**src/rtl/fetch_unit.sv**
```systemverilog
// RV32I fetch front end: owns the fetch PC, issues in-order instruction reads and queues PC-tagged words for decode.
// Build option: define FETCH_PREDICT_EN to predecode the head with BTFNT and redirect fetch on predicted-taken pops.

package memory_io_pkg;
    typedef struct packed {
        logic        valid;
        logic [31:0] addr;
        logic [3:0]  do_read;
        logic [3:0]  do_write;
        logic [31:0] data;
    } memory_io_req;

    typedef struct packed {
        logic        valid;
        logic [31:0] data;
    } memory_io_rsp;
endpackage

module fetch_unit
    import memory_io_pkg::*;
#(
    parameter int DEPTH = 4
) (
    input  logic         clk,
    input  logic         reset,
    input  logic [31:0]  reset_pc,
    output memory_io_req inst_mem_req,
    input  memory_io_rsp inst_mem_rsp,
    output logic         out_valid,
    output logic [31:0]  out_instr,
    output logic [31:0]  out_pc,
    output logic         out_pred_taken,
    input  logic         out_ready,
    input  logic         redirect_valid,
    input  logic [31:0]  redirect_pc
);
    localparam int PW = $clog2(DEPTH);
    localparam logic [PW+1:0] DEPTH_W = DEPTH[PW+1:0];

    typedef logic [PW:0] ptr_t;

    logic [31:0]      slot_pc    [DEPTH];
    logic [31:0]      slot_instr [DEPTH];
    logic [DEPTH-1:0] slot_filled;

    ptr_t        alloc_ptr;
    ptr_t        fill_ptr;
    ptr_t        read_ptr;
    ptr_t        drop_count;
    logic [31:0] fetch_pc;

    ptr_t          reserved_count;
    ptr_t          unfilled_count;
    logic [PW+1:0] budget;
    logic [PW-1:0] read_idx;
    logic [PW-1:0] fill_idx;
    logic [PW-1:0] alloc_idx;
    logic          issue;
    logic          pop;
    logic          rsp_drop;
    logic          rsp_fill;
    logic          flush;
    logic          pred_taken;
    logic [31:0]   pred_target;
    logic [31:0]   flush_pc;

    assign read_idx  = read_ptr[PW-1:0];
    assign fill_idx  = fill_ptr[PW-1:0];
    assign alloc_idx = alloc_ptr[PW-1:0];

    assign reserved_count = alloc_ptr - read_ptr;
    assign unfilled_count = alloc_ptr - fill_ptr;
    assign budget         = {1'b0, reserved_count} + {1'b0, drop_count};

    assign out_valid = slot_filled[read_idx];
    assign out_instr = slot_instr[read_idx];
    assign out_pc    = slot_pc[read_idx];
    assign pop       = out_valid && out_ready;

`ifdef FETCH_PREDICT_EN
    logic [6:0]  opcode;
    logic        is_jal;
    logic        is_branch;
    logic [31:0] imm_j;
    logic [31:0] imm_b;

    assign opcode    = out_instr[6:0];
    assign is_jal    = (opcode == 7'b1101111);
    assign is_branch = (opcode == 7'b1100011);
    assign imm_j = {{12{out_instr[31]}}, out_instr[19:12], out_instr[20], out_instr[30:21], 1'b0};
    assign imm_b = {{20{out_instr[31]}}, out_instr[7], out_instr[30:25], out_instr[11:8], 1'b0};

    // Backward branches (negative offset) and all JALs are predicted taken.
    assign pred_taken  = out_valid && (is_jal || (is_branch && out_instr[31]));
    assign pred_target = out_pc + (is_jal ? imm_j : imm_b);
`else
    assign pred_taken  = 1'b0;
    assign pred_target = 32'h0;
`endif

    assign out_pred_taken = pred_taken;

    // External redirect wins over the internal predicted-taken redirect.
    assign flush    = redirect_valid || (pop && pred_taken);
    assign flush_pc = redirect_valid ? (redirect_pc & ~32'h3) : (pred_target & ~32'h3);

    assign issue    = reset && !flush && (budget < DEPTH_W);
    assign rsp_drop = inst_mem_rsp.valid && (drop_count != '0);
    assign rsp_fill = inst_mem_rsp.valid && (drop_count == '0) && (unfilled_count != '0);

    always_comb begin
        inst_mem_req         = '0;
        inst_mem_req.valid   = issue;
        inst_mem_req.addr    = fetch_pc;
        inst_mem_req.do_read = issue ? 4'b1111 : 4'b0000;
    end

    always_ff @(posedge clk) begin
        if (!reset) begin
            fetch_pc    <= reset_pc;
            alloc_ptr   <= '0;
            fill_ptr    <= '0;
            read_ptr    <= '0;
            drop_count  <= '0;
            slot_filled <= '0;
            for (int i = 0; i < DEPTH; i++) begin
                slot_pc[i]    <= '0;
                slot_instr[i] <= '0;
            end
        end else if (flush) begin
            // Everything still in flight, minus a response landing this cycle, must be discarded later.
            fetch_pc    <= flush_pc;
            alloc_ptr   <= '0;
            fill_ptr    <= '0;
            read_ptr    <= '0;
            slot_filled <= '0;
            drop_count  <= drop_count + unfilled_count - ptr_t'(rsp_drop || rsp_fill);
        end else begin
            if (rsp_drop) begin
                drop_count <= drop_count - ptr_t'(1);
            end
            if (rsp_fill) begin
                slot_instr[fill_idx]  <= inst_mem_rsp.data;
                slot_filled[fill_idx] <= 1'b1;
                fill_ptr              <= fill_ptr + ptr_t'(1);
            end
            if (pop) begin
                slot_filled[read_idx] <= 1'b0;
                read_ptr              <= read_ptr + ptr_t'(1);
            end
            if (issue) begin
                slot_pc[alloc_idx] <= fetch_pc;
                alloc_ptr          <= alloc_ptr + ptr_t'(1);
                fetch_pc           <= fetch_pc + 32'd4;
            end
        end
    end
endmodule

```
**config.mk**
```make
export PLATFORM = sky130hd
export DESIGN_NAME = fetch_unit
export DESIGN_NICKNAME = d
export VERILOG_FILES = /design/src/rtl/fetch_unit.sv
export SDC_FILE = /design/constraint.sdc
export NUM_CORES = 1
export LEC_CHECK = 0
export ABC_AREA = 1
export CAP_MARGIN = 10
export CELL_PAD_IN_SITES_DETAIL_PLACEMENT = 1
export CELL_PAD_IN_SITES_GLOBAL_PLACEMENT = 1
export CORE_UTILIZATION = 45
export DETAILED_ROUTE_END_ITERATION = 6
export PLACE_DENSITY = 0.83
export SLEW_MARGIN = 10
export SYNTH_ARGS = -nofsm -noshare
export SYNTH_HDL_FRONTEND = slang
export SYNTH_SLANG_ARGS = --single-unit
export TNS_END_PERCENT = 20
```
**constraint.sdc**
```tcl
create_clock -name clk -period 13.3 [get_ports clk]
set_input_delay 1.995 -clock clk [delete_from_list [all_inputs] [get_ports clk]]
set_output_delay 1.995 -clock clk [all_outputs]
set_load 0.02 [all_outputs]
```
==> flow_summary.ini <==
[run_status]
status = finished with violations
violations = design-rule violations

[clock_network]
htree_num_levels = 2
clock_latency_ps = 520
cts_resized = 0
post-cts-setup-buffer-count = 0
path_clk_slew_ps = 60
cts-root-buf = clkbuf_16
tritoncts = done
cts_buffers = 34
clock-sinks = 306
ctsHoldBuffers = 0
clock_path_buffers = 3

[cells_and_area]
nets = 1860
area_delta_synth_final_pct = 22.1
antenna_cells = 0
drive_gt1_share_pct = 4.89

[die]
row_count = 66
dieHeight_um = 184
die_w_um = 184
coreArea_sq_um = 32500
die-area_sq_um = 33700
initial_utilization_pct = 45.7
io_pins = 240

[pwr]
vdd_drop_max_uv = 76.3
p_per_area_nw_per_um2 = 142
leakage_nw = 7.09
total_power_mw = 2.57

[routing]
totalWireLength_mm = 45.4
dr.pass1.iters = 7
viasPerCell = 5.51
num_vias = 12100
drt_iter0_markers = 858
drc = 1
wl_per_cell_um = 20.6
drtAntennaViolNets = 0

[critical_path]
r2r-start = alloc_ptr[0]$_SDFFE_PP0N_
crit_required_ps = 11310
worstReg2RegEnd = slot_pc[0][6]$_SDFFCE_PN0P_
reg2reg_depth = 16
cp_max_fo = 41
crit_type = in -> out
end_kind = output port
cp.arrival_ps = 4780
reg2reg_setup_slack_ps = 8770
crit_path_start_kind = input port

[sta]
rsz0062_at_grt = no
fin_hold_ws_ps = 453
slew_headroom_pct = 26.7
post-route-min-period_ps = 6780
fmax_mhz = 148
tns_ps = 0
drv_slew = 0
skew_ps = 17.7
fin_crit_sh_pct = 50.9
worstMarginPinSlew_ps = 1100
worst_slack_ps = 6520
final-hold-violation-count = 0
setup_viol = 0

[global_routing]
grt_pass1_wl_mm = 69.7
antenna_found_initial = 0
grt.overflow.total = 0
grt_usage_pct = 26.9
grt_max_degree = 74
grt_pass1_vias = 12900

[logic_synthesis]
yosysSeqAreaShare_pct = 60.7
yosys_warnings = 0
synth_cell_types = 30
synth_area_sq_um = 14800
synth_seq_cells = 306
synth_cells = 1574
syn_area_per_cell_sq_um = 9.43

[hold_path]
hold_class = reg -> reg
hold_depth = 2
min_from = slot_filled[3]$_SDFF_PP0_
worstHoldEndpoint = slot_filled[3]$_SDFF_PP0_

[placed_design]
portBuffers = 200
place_ws_ps = 6530
dp_hpwl_mm = 28.7
routabilityCongestion = 0.917

[flow_run]
max_cap_violations = 0
state kept, by name, summed over array words and instances (netlist names), named ones only:
register and cells:
slot_instr 128, slot_pc 128, fetch_pc 32, slot_filled 4
alloc_ptr 3, drop_count 3, fill_ptr 3, read_ptr 3
synth_stat cells:
master      n  share of area [%]
nand3_2     1              0.067
o21ai_1     1              0.034
and2_1      1              0.042
o21ai_0   172                5.8
ha_1       19                1.6
conb_1      1              0.025
dfxtp_1    18                2.4
clkinv_1    3              0.076
edfxtp_1  288                 58
clkbuf_1   72                1.8
nor3b_1     1              0.051
nand4_1     4               0.17
buf_4      42                2.1
a21oi_1    27               0.91
nor2_1    355                9.0
nand3_1    47                1.6
buf_1       3              0.076
nor3_1     98                3.3
o211ai_1    5               0.25
fa_1        3               0.40
xnor2_1     1              0.059
inv_2       4               0.10
nor2_4      2               0.15
o22ai_1    64                2.7
xor2_1      3               0.18
nand2_1   219                5.5
buf_2      16               0.54
and3_1      1              0.042
o41ai_1     1              0.059
inv_1     102                2.6
routing by layer:
layer	GRT usage, %	vias to the layer above	share of wire (%)
li1	-	5619	-
met1	32.8	5988	40
met2	48.2	447	51
met3	4.16	83	6.0
met4	9.43	0	2.8
met5	0	-	0
cells in the final DEF (no fill, tap or decap), types with 2 or more instances in the layout:
cell type        netlist  layout
a21oi_1               27      27
buf_4                 42      24
bufinv_16              0       2
clkbuf_1              72       5
clkbuf_16              0      34
clkdlybuf4s50_1        0     199
clkinv_1               3      11
clkinv_2               0       7
clkinv_8               0       2
conb_1                 1      37
dfxtp_1               18      16
edfxtp_1             288     288
fa_1                   3       3
ha_1                  19      19
inv_1                102     100
inv_2                  4       4
nand2_1              219     219
nand3_1               47      47
nand4_1                4       4
nor2_1               355     355
nor2_4                 2       2
nor3_1                98      98
o211ai_1               5       5
o21ai_0              172     169
o21ai_2                0       3
o22ai_1               64      64
xor2_1                 3       3
layout make-up:
class | count | area [sq um]
tap | 442 | 553
clock inverter | 19 | 188
clock buffer | 40 | 883
inverter | 109 | 410
fill | 3647 | 14300
sequential | 306 | 9010
multi-input combinational | 1062 | 4900
timing repair buffer | 224 | 2180
where the power goes:
group / leakage, nW / switching (mW) / internal (mW)
clock network: 0.524 / 0.388 / 0.519
logic: 3.43 / 0.306 / 0.165
registers: 3.13 / 0.0502 / 1.14
through the flow:
stage	util, %	instances	instance area, sq um
5_1_grt	55.8	2202	18100
6_report	55.8	2202	18100
4_1_cts	55.8	2202	18100
2_1_floorplan	-	1610	15000
3_5_place_dp	52.5	2143	17100
3_3_place_gp	52.5	2143	17100
worst max-delay path by stage:
stage	cells past startpoint	startpoint	slack, ps	to
global route	6	reset	6340	inst_mem_req[36]
floorplan	2	redirect_valid	7220	slot_pc[3][0]$_DFFE_PP_
detailed placement	6	reset	6530	inst_mem_req[36]
global placement	6	reset	6610	inst_mem_req[72]
CTS	6	reset	6500	inst_mem_req[36]
finish	6	reset	6520	inst_mem_req[36]
cell families (layout without fill, tap and decap cells):
kind of cell	Yosys count	in the layout	synth area share, %
adder cells (fa/ha/maj)	22	22	2.01
AO/OA/AOI/OAI	270	270	9.76
buffers and inverters	242	392	7.32
AND/OR/NAND/NOR	729	729	19.9
flip-flops	306	306	60.7
other	1	37	0.0253
XOR/XNOR	4	4	0.236
critical path, cell delays in order:
cell,delay (ps)
buf_2,640
inv_2,500
nor2_4,420
inv_2,240
nor2_4,300
clkdlybuf4s50_1,670
(Power assumes the default switching activity.)
